File: src/rtl/lock_pkg.sv
// Shared definitions for the keypad lock: controller state encoding and keycodes.
package lock_pkg;

    typedef enum logic [2:0] {
        ST_LOCKED  = 3'd0,
        ST_CHECK   = 3'd1,
        ST_CLEAR   = 3'd2,
        ST_OPEN    = 3'd3,
        ST_SET     = 3'd4,
        ST_LOCKOUT = 3'd5
    } state_e;

    localparam logic [7:0] KEY_ENTER = 8'd10;
    localparam logic [7:0] KEY_CLEAR = 8'd11;
    localparam logic [7:0] KEY_SET   = 8'd12;

endpackage

File: src/rtl/lock_timer.sv
// 32-bit loadable down-counter; holds at zero and flags terminal count.
module lock_timer (
    input  logic        clk_i,
    input  logic        rst_i,
    input  logic        load_i,
    input  logic [31:0] load_val_i,
    input  logic        dec_i,
    output logic        zero_o
);

    logic [31:0] count_q, count_d;

    always_comb begin
        count_d = count_q;
        if (load_i) begin
            count_d = load_val_i;
        end else if (dec_i && (count_q != 32'd0)) begin
            count_d = count_q - 32'd1;
        end
    end

    always_ff @(posedge clk_i or posedge rst_i) begin
        if (rst_i) begin
            count_q <= 32'd0;
        end else begin
            count_q <= count_d;
        end
    end

    assign zero_o = (count_q == 32'd0);

endmodule

File: src/rtl/lock_controller.sv
// Keypad lock sequencer: code check, timed unlock, retry lockout and code change.
//
// state   | meaning
// LOCKED  | idle, accumulating digits
// CHECK   | one-cycle compare of typed against stored code
// CLEAR   | one-cycle accumulator flush
// OPEN    | actuator open until timer expires or ENTER
// SET     | accumulating a new code
// LOCKOUT | all presses ignored until timer expires
module lock_controller
    import lock_pkg::*;
#(
    parameter logic [31:0] DEFAULT_CODE   = 32'd1234,
    parameter int          MAX_TRIES      = 3,
    parameter int          UNLOCK_CYCLES  = 60_000_000,
    parameter int          LOCKOUT_CYCLES = 120_000_000
) (
    input  logic        hwclk,
    input  logic        reset,
    input  logic        button_pressed,
    input  logic [7:0]  key,
    input  logic [31:0] typed,
    output logic        entry_enable,
    output logic        unlocked,
    output logic        lockout,
    output logic        set_mode,
    output logic [1:0]  fail_count
);

    localparam logic [2:0]  MAX_T        = 3'(MAX_TRIES);
    localparam logic [31:0] UNLOCK_LOAD  = 32'(UNLOCK_CYCLES - 1);
    localparam logic [31:0] LOCKOUT_LOAD = 32'(LOCKOUT_CYCLES - 1);

    state_e      state_q, state_d;
    logic [31:0] code_q, code_d;
    logic [1:0]  fail_q, fail_d;
    logic        btn_q;
    logic        tmr_load, tmr_dec, tmr_zero;
    logic [31:0] tmr_val;
    logic [2:0]  tries_next;

    logic press_evt, enter_evt, clear_evt, set_evt;

    assign press_evt  = button_pressed & ~btn_q;
    assign enter_evt  = press_evt && (key == KEY_ENTER);
    assign clear_evt  = press_evt && (key == KEY_CLEAR);
    assign set_evt    = press_evt && (key == KEY_SET);
    assign tries_next = {1'b0, fail_q} + 3'd1;

    always_comb begin
        state_d  = state_q;
        code_d   = code_q;
        fail_d   = fail_q;
        tmr_load = 1'b0;
        tmr_val  = 32'd0;
        tmr_dec  = 1'b0;
        case (state_q)
            ST_LOCKED: begin
                if (enter_evt) begin
                    state_d = ST_CHECK;
                end else if (clear_evt) begin
                    state_d = ST_CLEAR;
                end
            end
            ST_CHECK: begin
                if (typed == code_q) begin
                    state_d  = ST_OPEN;
                    fail_d   = 2'd0;
                    tmr_load = 1'b1;
                    tmr_val  = UNLOCK_LOAD;
                end else if (tries_next >= MAX_T) begin
                    state_d  = ST_LOCKOUT;
                    fail_d   = 2'd0;
                    tmr_load = 1'b1;
                    tmr_val  = LOCKOUT_LOAD;
                end else begin
                    state_d = ST_CLEAR;
                    fail_d  = tries_next[1:0];
                end
            end
            ST_CLEAR: state_d = ST_LOCKED;
            ST_OPEN: begin
                tmr_dec = 1'b1;
                // Expiry takes priority over a coincident SET press.
                if (tmr_zero || enter_evt) begin
                    state_d = ST_CLEAR;
                end else if (set_evt) begin
                    state_d = ST_SET;
                end
            end
            ST_SET: begin
                if (enter_evt) begin
                    if (typed != 32'd0) begin
                        code_d = typed;
                    end
                    state_d = ST_CLEAR;
                end else if (clear_evt) begin
                    state_d = ST_CLEAR;
                end
            end
            ST_LOCKOUT: begin
                tmr_dec = 1'b1;
                if (tmr_zero) begin
                    state_d = ST_LOCKED;
                end
            end
            default: state_d = ST_LOCKED;
        endcase
    end

    always_ff @(posedge hwclk or posedge reset) begin
        if (reset) begin
            state_q <= ST_LOCKED;
            code_q  <= DEFAULT_CODE;
            fail_q  <= 2'd0;
            btn_q   <= 1'b0;
        end else begin
            state_q <= state_d;
            code_q  <= code_d;
            fail_q  <= fail_d;
            btn_q   <= button_pressed;
        end
    end

    lock_timer u_timer (
        .clk_i      (hwclk),
        .rst_i      (reset),
        .load_i     (tmr_load),
        .load_val_i (tmr_val),
        .dec_i      (tmr_dec),
        .zero_o     (tmr_zero)
    );

    assign entry_enable = (state_q == ST_LOCKED) || (state_q == ST_SET);
    assign unlocked     = (state_q == ST_OPEN);
    assign lockout      = (state_q == ST_LOCKOUT);
    assign set_mode     = (state_q == ST_SET);
    assign fail_count   = fail_q;

endmodule

File: config.mk
export PLATFORM = sky130hd
export DESIGN_NAME = lock_controller
export DESIGN_NICKNAME = d
export VERILOG_FILES = /design/src/rtl/lock_pkg.sv /design/src/rtl/lock_timer.sv /design/src/rtl/lock_controller.sv
export SDC_FILE = /design/constraint.sdc
export NUM_CORES = 1
export LEC_CHECK = 0
export CAP_MARGIN = 30
export CORE_MARGIN = 1.5
export CORE_UTILIZATION = 61
export CTS_CLUSTER_DIAMETER = 30
export DETAILED_ROUTE_END_ITERATION = 16
export PLACE_DENSITY = 0.86
export REMOVE_ABC_BUFFERS = 1
export SYNTH_ARGS = -nofsm -noshare
export SYNTH_HDL_FRONTEND = slang
export SYNTH_HIERARCHICAL = 1
export SYNTH_SLANG_ARGS = --single-unit
File: constraint.sdc
create_clock -name hwclk -period 4.8 [get_ports hwclk]
set_input_delay 0.48 -clock hwclk [delete_from_list [all_inputs] [get_ports hwclk]]
set_output_delay 0.48 -clock hwclk [all_outputs]
set_load 0.02 [all_outputs]
# Yosys cells after proc, flatten, opt, wreduce, memory -nomap -nowiden
# Index checks and enable logic that the tools add are counted.
# Widths: inputs -> output; s select.
# classes
n_lt_le_gt_ge	1
bitwise_logic	2
n_addsub	2
n_mux	20
reduce_logical	14
n_eq_ne	10
# ops
op	n
$mux 27	3
$mux 32	2
$reduce_bool 32->1	2
$eq 32x32->1	1
$logic_not 32->1	1
$sub 32x1->32 const B	1
$eq 8x4->1 const B	3
$mux 3	8
$pmux 3 s5	1
$eq 3x3->1 const B	2
$logic_and 1x1->1	4
$mux 1	4
$mux 2	2
$add 2x1->3 const B	1
$eq 3x1->1 const B	1
$eq 3x2->1 const B	1
$ge 3x2->1 const B	1
$logic_not 3->1	1
$ne 3x1->1 const B	1
$reduce_and 3->1	1
$logic_or 1x1->1	2
$ne 2x1->1 const B	1
$reduce_and 2->1	1
$reduce_bool 2->1	1
other kinds (3)	3
# totals
reg_bits	70
input_bits	43
word_cells	54

# Depth between registers and ports, before layout
# logic_depth
word_depth	6
ltp_mapped	10
ltp_nobuf	9

# Cells and area by module
# Netlist, hierarchy kept.
# by_module_without_submodules
mod	n_inst	area_each_um2	seq_area_each_um2	cells_per_inst
lock_controller	1	2197.1	957.2	179
lock_timer	1	1993.2	800.8	222

# Worst setup path after synthesis
# OpenSTA, ideal clock, no wires.
# synth_path
kind	register to register
from	register state_q[0]
to	register u_timer.count_q[25]
required_ps	4718
setup_time_ps	82
period_less_slack_ps	2873
slack_ps	1927
n_path_buf	1
stages_incl_launch_ff	10
t_arrival_ps	2791
cell_sequence	dfrtp_1 clkbuf_1 nor2b_1 and2_1 or2_2 or4b_1 nor4_4 o211ai_1 or3_1 a31oi_1
# synth_between
elab_chain_cells	5
word_cells_on_any_way	10
cone_classes	3 x eq/ne; 4 x mux; 3 x reduce/logical
# synth_lines
item	line	source
start, declared	lock_controller.sv:34	state_e state_q, state_d;
start signal, assigned	lock_controller.sv:118	state_q <= state_d;
$eq 3x2->1	--	
via unlocked	lock_controller.sv:24	output logic unlocked,
$reduce_or 2->1 (no source line)	--	
$mux 1	lock_controller.sv:57	case (state_q)
via tmr_dec	lock_controller.sv:38	logic tmr_load, tmr_dec, tmr_zero;
$logic_and 1x1->1	lock_timer.sv:17	end else if (dec_i && (count_q != 32'd0)) begin
$reduce_bool 2->1 (no source line)	--	
end signal, assigned	lock_timer.sv:26	count_q <= count_d;
end, declared	lock_timer.sv:11	logic [31:0] count_q, count_d;
# The timed path passes the listed nets, and every way through them passes these cells.
# A chain may end at the register's enable or synchronous reset.

# Worst setup path in the final report
# layout_path
from	register state_q[0]
to	register u_timer.count_q[25]
# layout_between
elab_chain_cells	5
word_cells_on_any_way	10
cone_classes	3 x eq/ne; 4 x mux; 3 x reduce/logical
# layout_lines
item	line
$eq 3x2->1 or $eq 3x3->1 (tied branches)	lock_controller.sv:57
$reduce_or 2->1 (no source line) *	--
$mux 1 *	lock_controller.sv:57
via tmr_dec	lock_controller.sv:38
$logic_and 1x1->1 *	lock_timer.sv:17
$reduce_bool 2->1 (no source line) *	--
# The timed path passes the listed nets; every way through them passes the cells marked *.

==> implementation parameters <==
Parameter                              Value

Route
  Post-detailed-routing wire length ... 9540 um
  Final routed wire length divided by cell count ... 17.5 um
  Drt via density ... 6.29
  Length of the first detailed-routing pass in iterations ... 5
  DR DRC count ... 0
  Number of nets with antenna violations after routing ... 0
  Routed via count ... 3429
  DRC marker count from the first detailed-route iteration ... 236

Layout
  Leading cell types in the layout, fill and taps excluded ... dfrtp_1, clkdlybuf4s50_1, xnor2_1
  Final Instance Area ... 0.00493 mm2
  Post-layout nets ... 504
  Filler Cells Inserted ... 447
  Ant diodes ... 0
  Most common cell after layout, fill and taps aside ... dfrtp_1
  Relative area change from synthesis to final layout ... 17.6%
  Proportion of layout cells with a drive suffix above 1 ... 15.5%

Yosys
  Adder-cell share of the synthesized area ... 0.299%
  Portion of the post-synthesis area used by sequential elements ... 42.0%
  Number of enable-type register cells in the synthesized netlist ... 0
  Area share of the largest cell type after synthesis ... 38.8%
  Share of the synthesized area in compound gates (AO/OA/AOI/OAI) ... 12.8%
  Post-Synth XOR/XNOR Area ... 8.99%
  Post-synth top flop ... dfrtp_1
  Number of flip-flops and latches in the synthesized netlist ... 70
  Summed instance area of the synthesized netlist ... 0.00419 mm2
  Synth warn ... 6
  Multiplexer fraction of the synthesized cell area ... 11.8%
  Instance count of the mapped netlist ... 401
  Share of flip-flops with an asynchronous set or reset after synthesis ... 100%
  Library cell occupying the most area in the post-synthesis netlist ... dfrtp_1
  Simple-gate share of the synthesized area ... 21.2%
  Most area-consuming cells after synthesis ... dfrtp_1, mux2_4, xnor2_1
  Largest family of logic cells by synthesized area ... simple AND/OR/NAND/NOR gates
  Syn avg cell area ... 10.4 um2
  Count of different cell masters after synthesis ... 56

Placed design
  GP Congestion ... 0.902
  Detailed Place HPWL ... 6800 um
  Input/output buffers ... 48
  Placement Cell Area ... 0.00477 mm2

Global routing
  Antenna violations before repair ... 0
  Vias in the first global route ... 3378
  Global Route Usage Sum ... 27.8%
  Largest net degree at the start of global routing ... 39
  Global-route wire length before repair ... 16000 um
  Residual overflow from global routing ... 0

Timing
  Final Critical Period ... 3.17 ns
  Final setup skew ... 0.00709 ns
  RSZ-0062 raised after global routing ... no
  Remaining max-slew budget at the tightest pin ... 35.4%
  Worst slew pin tran ... 0.968 ns
  Setup TNS ... 0 ns
  Number of endpoints with negative hold slack in the final report ... 0
  Fin crit share ... 66.0%
  Max-slew violation count ... 0
  Hold slack final ... 0.534 ns
  Upper clock frequency limit ... 0.316 GHz
  Number of setup violations in the final report ... 0

CTS
  Buffers inserted during post-CTS setup optimization ... 0
  Number of buffers on the longest clock path ... 2
  Cell at the root of the clock tree ... clkbuf_8
  Clock sink count ... 70
  H-tree levels ... 3
  Skew-Pair Late Insertion Delay ... 0.34 ns
  Inserted Clock Buffers ... 9
  CTS clk-pin slew, worst paths ... 0.07 ns
  Post-cts resize count ... 0
  TritonCTS clock tree ... done
  Count of hold-fix buffers inserted at cts ... 0

Setup path
  Length in cells of the worst reg-to-reg path ... 8
  Worst setup path start ... state_q[0]$_DFFE_PP0P_
  Slowest Stage Delay on Critical Path ... 0.60 ns
  Critical path required time ... 5.06 ns
  Master of the slowest instance on the critical path ... or4b_1
  Cell-by-cell trace of the critical path ... nor2b_1 > and2_1 > or2_2 > or4b_1 > nor4_4 > o211ai_1 > or3_1 > a31oi_1
  Path length in cells of the critical path ... 8
  Critical path data arrival time ... 3.43 ns
  Worst-path fanout max ... 9
  Endpoint class of the critical path ... flop
  Startpoint type of the worst setup path ... flop
  Bufs and invs on worst path ... 0
  Start-to-end type of the worst setup path ... reg -> reg
  Origin of the critical flop-to-flop path ... state_q[0]$_DFFE_PP0P_
  Cell type group with the largest total delay on the critical path ... simple AND/OR/NAND/NOR gates

Floorplanning
  Die Area ... 0.00738 mm2
  Count of pins on the block boundary ... 49
  Vertical die dimension ... 85.9 um
  X dimension of the die ... 85.9 um
  Placement row count ... 30
  Initial core utilization ... 62.4%
  Core region area ... 0.00672 mm2

Power
  Comb pwr share ... 10.5%
  Flop pwr share ... 53.7%
  Peak supply drop ... 138 uV
  Clock power frac ... 35.8%
  Total internal power ... 0.000852 W
  Total net switching power ... 0.000289 W
  Switching part of the total ... 25.3%
  Power density over the cells ... 232 mW/mm2
  Total leakage power ... 1.85 nW

Run status
  Status ... complete, no violations

Run
  Max-cap check violation count ... 0

Min path
  Worst hold start ... code_q[29]$_DFFE_PP0P_
  Depth of the worst hold-timing path ... 1
  Classification of the worst-slack hold path ... reg -> reg
[worst reg2reg max path, cell delays in order, from the launching register on]
cell	delay (ns)
dfrtp_1	0.47
nor2b_1	0.31
and2_1	0.24
or2_2	0.21
or4b_1	0.60
nor4_4	0.31
o211ai_1	0.33
or3_1	0.44
a31oi_1	0.17
[per-layer routing]
metal | routed length, um | global-route usage, % | share of wire [%]
met5 | 0 | 0 | 0
met4 | 227 | 12.2 | 2.4
met3 | 402 | 3.85 | 4.2
met2 | 4680 | 44.9 | 49
met1 | 4230 | 37.6 | 44
[power groups by stage]
stage | logic [W] | clock network (W) | registers, W
after floorplan | 0.0000570 | 0 | 0.000620
after global placement | 0.000117 | 0 | 0.000622
after detailed placement | 0.000120 | 0 | 0.000623
after CTS | 0.000121 | 0.000413 | 0.000612
after global routing | 0.000130 | 0.000437 | 0.000613
final | 0.000120 | 0.000408 | 0.000613
[path summary, 6_finish.rpt]
kind	end	slack [ns]
min in group asynchronous	u_timer/count_q[21]$_DFFE_PP0P_	0.55
hold / removal	code_q[29]$_DFFE_PP0P_	0.53
hold reg to reg	code_q[29]$_DFFE_PP0P_	0.53
setup / recovery	u_timer/count_q[25]$_DFFE_PP0P_	1.63
setup reg to reg	u_timer/count_q[25]$_DFFE_PP0P_	1.63
max in group asynchronous	code_q[1]$_DFFE_PP1P_	3.85
[through the flow]
stage	util [%]	setup slack (ns)	total power [W]	std cells
final	73.3	1.63	0.00114	545
after global routing	73.3	1.38	0.00118	545
after CTS	73.3	1.67	0.00115	545
after detailed placement	70.9	1.68	0.000743	529
after global placement	70.9	1.77	0.000740	529
after floorplan	-	0.697	0.000677	396
[state kept, by name, summed over array words and instances (netlist names)]
register,count
state_q,3
u_timer/count_q,32
fail_count,2
code_q,32
btn_q,1
[cell families after synthesis]
| logic type | Yosys count |
|---|---|
| AO/OA/AOI/OAI | 76 |
| buffers and inverters | 25 |
| other | 1 |
| multiplexers | 34 |
| flip-flops | 70 |
| XOR/XNOR | 43 |
| AND/OR/NAND/NOR | 151 |
| adder cells (fa/ha/maj) | 1 |
[cells in the mapped netlist (7+ instances only)]
cell type,instances
a31oi_1,14
clkbuf_1,9
dfrtp_1,65
inv_1,11
mux2_4,30
nand2_1,26
nand3_1,7
nand4_1,13
nor2_1,25
nor3_1,10
nor4_1,17
o21ai_0,19
o31ai_1,10
or3_1,9
or4_1,13
xnor2_1,37
[final cells by class]
class / instances / area (um2) / share of cell area (%)
multi-input cells: 315 / 2350 / 47.7
well taps: 80 / 100 / 2.03
inverters: 11 / 41.3 / 0.838
repair buffers: 53 / 518 / 10.5
clock inverters: 5 / 27.5 / 0.559
clock buffers: 11 / 131 / 2.67
flip-flops and latches: 70 / 1760 / 35.7
(Power assumes the default switching activity.)
